==> src/rtl/rr_packet_arbiter11.sv <==
// rtl/rr_packet_arbiter11.sv - round-robin packet arbiter, four flit inputs onto one registered output
// An input keeps the output from its first transfer until its tail flit transfers.
module rr_packet_arbiter11 #(
   parameter int WIDTH = 11,
   parameter int N     = 4
) (
   input  logic                 clk,
   input  logic                 reset,
   input  logic [N*WIDTH-1:0]   in_data,
   input  logic [N-1:0]         in_valid,
   output logic [N-1:0]         in_ready,
   output logic [WIDTH-1:0]     out_data,
   output logic                 out_valid,
   input  logic                 out_ready,
   output logic [N-1:0]         grant,
   output logic                 busy
);

   localparam int PW = (N > 1) ? $clog2(N) : 1;

   typedef enum logic {
      IDLE   = 1'b0,
      LOCKED = 1'b1
   } state_t;

   state_t           state;
   state_t           state_next;
   logic [PW-1:0]    ptr;
   logic [PW-1:0]    ptr_next;
   logic [N-1:0]     grant_next;
   logic [WIDTH-1:0] sel_flit;
   logic             xfer;
   logic             found;
   int               cand;
   int               win;

   // The output stage frees up when empty or when its flit leaves this edge.
   assign in_ready = grant & {N{~out_valid | out_ready}};
   assign xfer     = |(in_valid & in_ready);
   assign busy     = (state == LOCKED);

   always_comb begin
      sel_flit = '0;
      for (int i = 0; i < N; i++) begin
         if (grant[i]) begin
            sel_flit = in_data[i*WIDTH +: WIDTH];
         end
      end
   end

   always_comb begin
      state_next = state;
      grant_next = grant;
      ptr_next   = ptr;
      found      = 1'b0;
      cand       = 0;
      win        = 0;
      case (state)
         IDLE: begin
            for (int k = 0; k < N; k++) begin
               cand = int'(ptr) + k;
               if (cand >= N) begin
                  cand = cand - N;
               end
               if (!found && in_valid[PW'(cand)]) begin
                  found = 1'b1;
                  win   = cand;
               end
            end
            if (found) begin
               state_next = LOCKED;
               grant_next = N'(1) << win;
               ptr_next   = (win == N - 1) ? '0 : PW'(win + 1);
            end
         end
         LOCKED: begin
            // Types 10 and 11 both end a packet.
            if (xfer && sel_flit[WIDTH-1]) begin
               state_next = IDLE;
               grant_next = '0;
            end
         end
      endcase
   end

   always_ff @(posedge clk) begin
      if (reset) begin
         state <= IDLE;
         ptr   <= '0;
         grant <= '0;
      end else begin
         state <= state_next;
         ptr   <= ptr_next;
         grant <= grant_next;
      end
   end

   always_ff @(posedge clk) begin
      if (reset) begin
         out_data  <= '0;
         out_valid <= 1'b0;
      end else if (xfer) begin
         out_data  <= sel_flit;
         out_valid <= 1'b1;
      end else if (out_ready) begin
         out_valid <= 1'b0;
      end
   end

endmodule

==> config.mk <==
export PLATFORM = sky130hd
export DESIGN_NAME = rr_packet_arbiter11
export DESIGN_NICKNAME = d
export VERILOG_FILES = /design/src/rtl/rr_packet_arbiter11.sv
export SDC_FILE = /design/constraint.sdc
export NUM_CORES = 1
export LEC_CHECK = 0
export CAP_MARGIN = 20
export CELL_PAD_IN_SITES_DETAIL_PLACEMENT = 1
export CELL_PAD_IN_SITES_GLOBAL_PLACEMENT = 1
export CORE_MARGIN = 4
export CORE_UTILIZATION = 26
export CTS_BUF_LIST = sky130_fd_sc_hd__clkbuf_4
export DETAILED_ROUTE_END_ITERATION = 7
export PLACE_DENSITY_LB_ADDON = 0.1
export SYNTH_ARGS = -nofsm -noshare
export SYNTH_HDL_FRONTEND = slang
export SYNTH_SLANG_ARGS = --single-unit
==> constraint.sdc <==
create_clock -name clk -period 2.89 [get_ports clk]
set_input_delay 0.578 -clock clk [delete_from_list [all_inputs] [get_ports clk]]
set_output_delay 0.578 -clock clk [all_outputs]
set_load 0.01 [all_outputs]
==> results.toml <==
[run_status]
status = "completed"

[route]
drtIter0Drc = 51
ant_nets = 0
drt_wl_total_um = 5010
drcViolationCount = 0
wl_per_cell_um = 15.5
drt_pass1_iterations = 6
via_per_inst = 5.07
vias = 1636

[power]
ir_worst_vdd_mv = 0.243
p_clk_frac = 0.071
total_power_mw = 1.90
p_leak_nw = 0.836
switching_power_uw = 799
p_int_mw = 1.11
p_sw_frac = 0.419
comb_power_share = 0.707
pwr_density_cell_mw_per_mm2 = 815
seq_power_share = 0.222

[logic_synthesis]
synth_cells = 180
synth_warnings = 0
ys_ff_latch = 19
ys_types = 40
ys.flop_type = "dfxtp_1"
synth_seq_area_share = 0.263
async_reset_ff_frac = 0
synth_area_mm2 = 0.00145
syn_avg_cell_area_um2 = 8.05
synth_nets = 237
synth_edf_count = 0

[floorplan]
rows = 26
die_h_um = 82.7
initial_core_util = 0.277
die_area_mm2 = 0.00683
core_mm2 = 0.00524
io_pins = 72
die_x_um = 82.7

[hold_path]
min_path_type = "reg2reg"

[worst_setup_path]
crit_path_start_kind = "flip-flop"
arrival_ps = 2930
path_common_cell = "inv_1"
worstPathMaxFanout = 4
worst_path_max_delay_cell = "mux4_2"
cp_slowest_stage_delay_ps = 530
path_class = "reg2reg"
cp.required_ps = 3090
crit_buf_inv = 2
path_cells = "inv_1 > ha_4 > mux4_2 > a21boi_0 > o21a_1 > o32a_1 > inv_1 > ha_1 > or3b_1 > a32o_1"
critPathCaptureType = "flip-flop"
critical-path-top-delay-family = "compound AO/OA/AOI/OAI gates"

[timing]
layout_setup_ws_ps = 159
skew_ps = 5.18
worst_slew_pin_slew_ps = 734
timing.hold.ws_ps = 509
slew_headroom = 0.510
finalCritPeriodShare = 0.945
slew_violations = 0
period_minus_slack_ps = 2730
fin_tns_setup_ps = 0
fmaxAchievable_ghz = 0.366
report.final.hold_viol_count = 0
grt_setup_unrepaired = "false"
setup_violations = 0

[clock_network]
clk_latency_ps = 290
clk_pin_slew_ps = 110
cts_setup_buffers = 0
hold_buffers = 0
clock_path_buffers = 2
numCtsBuffers = 3
ctsHtreeMaxLevel = 1
cts_tree = "yes"
clock-sinks = 19
root_buffer = "clkbuf_4"
cts_resized = 0

[global_route]
use_met3 = 0.0336
grt.overflow.total = 0
antenna_found_initial = 0
met1_usage = 0.211
grt_first_pass_wirelength_um = 8120
grt_max_degree = 25
grt_pass1_vias = 1678
grt_use_met2 = 0.240
track_usage = 0.152
grt-busiest-layer = "met2"

[layout]
drive_gt1_frac = 0.111
final_cell_mix = "clkdlybuf4s50_1 (71), dfxtp_1 (18), nor2_1 (17)"
syn_to_final_growth_pct = 61.2
fin_nets = 311
diodes = 0
layout_commonest_cell = "clkdlybuf4s50_1"
stdcell_count = 323

[placed_design]
gp_congestion = 0.734
dp_cells = 319
portBuffers = 71
dp_slack_ps = -133
dp_hpwl_um = 4000

[flow_run]
cap_violations = 0
[state kept, by name (all words and copies together), names as in the netlist]
register,count
out_data,11
ptr,2
out_valid,1
grant,4
busy,1
[area by class of cell]
type / instances / area (um2)
fillers: 625 / 2900
multi-input cells: 140 / 1000
clock inverters: 1 / 5.00
repair buffers: 86 / 823
clock buffers: 3 / 22.5
inverters: 4 / 15.0
well taps: 70 / 87.6
flip-flops and latches: 19 / 382
[worst paths after layout]
path	endpoint	slack (ps)	start	depth (start not counted)
worst max-delay path	ptr[1]	160	ptr[1]	10
worst min-delay path	out_data[7]	510	out_data[7]	2
worst max register to register	ptr[1]	160	ptr[1]	10
worst min register to register	out_data[7]	510	out_data[7]	2
[per-stage QoR]
| stage | area [um2] | utilization |
|---|---|---|
| final | 2340 | 0.446 |
| after global routing | 2340 | 0.446 |
| after CTS | 2340 | 0.446 |
| after detailed placement | 2310 | 0.441 |
| after global placement | 2310 | 0.441 |
| after floorplan | 1480 | - |
[cell families after synthesis]
group / share of synthesized area
and+or+nand+nor: 0.260
AOI/OAI and AO/OA: 0.296
adders and majority gates: 0.0518
DFF: 0.263
buffers and inverters: 0.0553
muxes: 0.0743
[synth_stat cells, types with 3 or more instances]
library cell,instances,area share
ha_1,6,0.052
nand2_1,4,0.010
a21oi_1,13,0.045
a211oi_1,10,0.052
a32o_1,7,0.048
and2_1,4,0.017
nor2_1,17,0.044
mux2i_1,4,0.028
a22oi_1,3,0.016
nor3_1,13,0.045
inv_1,4,0.010
a221oi_1,11,0.066
dfxtp_1,19,0.26
clkbuf_1,15,0.039
nor2b_1,15,0.065
nand2b_1,4,0.017
[power groups by stage]
stage	sequential (mW)	clock, mW	combinational, mW
after floorplan	0.473	0	0.770
after global placement	0.429	0	1.34
after detailed placement	0.432	0	1.35
after CTS	0.426	0.141	1.36
after global routing	0.437	0.155	1.51
final	0.423	0.135	1.35
[worst min-delay path, cell delays in order, from the launching register on]
cell and delay [ps]:
dfxtp_1 330, nor2_1 100, a211oi_1 50
[routing by layer]
layer  vias to the layer above  wire [um]  part of all wire
met4                         0         41            0.0082
met2                        46       2210              0.44
met5                         -          0                 0
met1                       759       2430              0.49
met3                         2        324             0.065
li1                        829          -                 -
(Power assumes the default switching activity.)
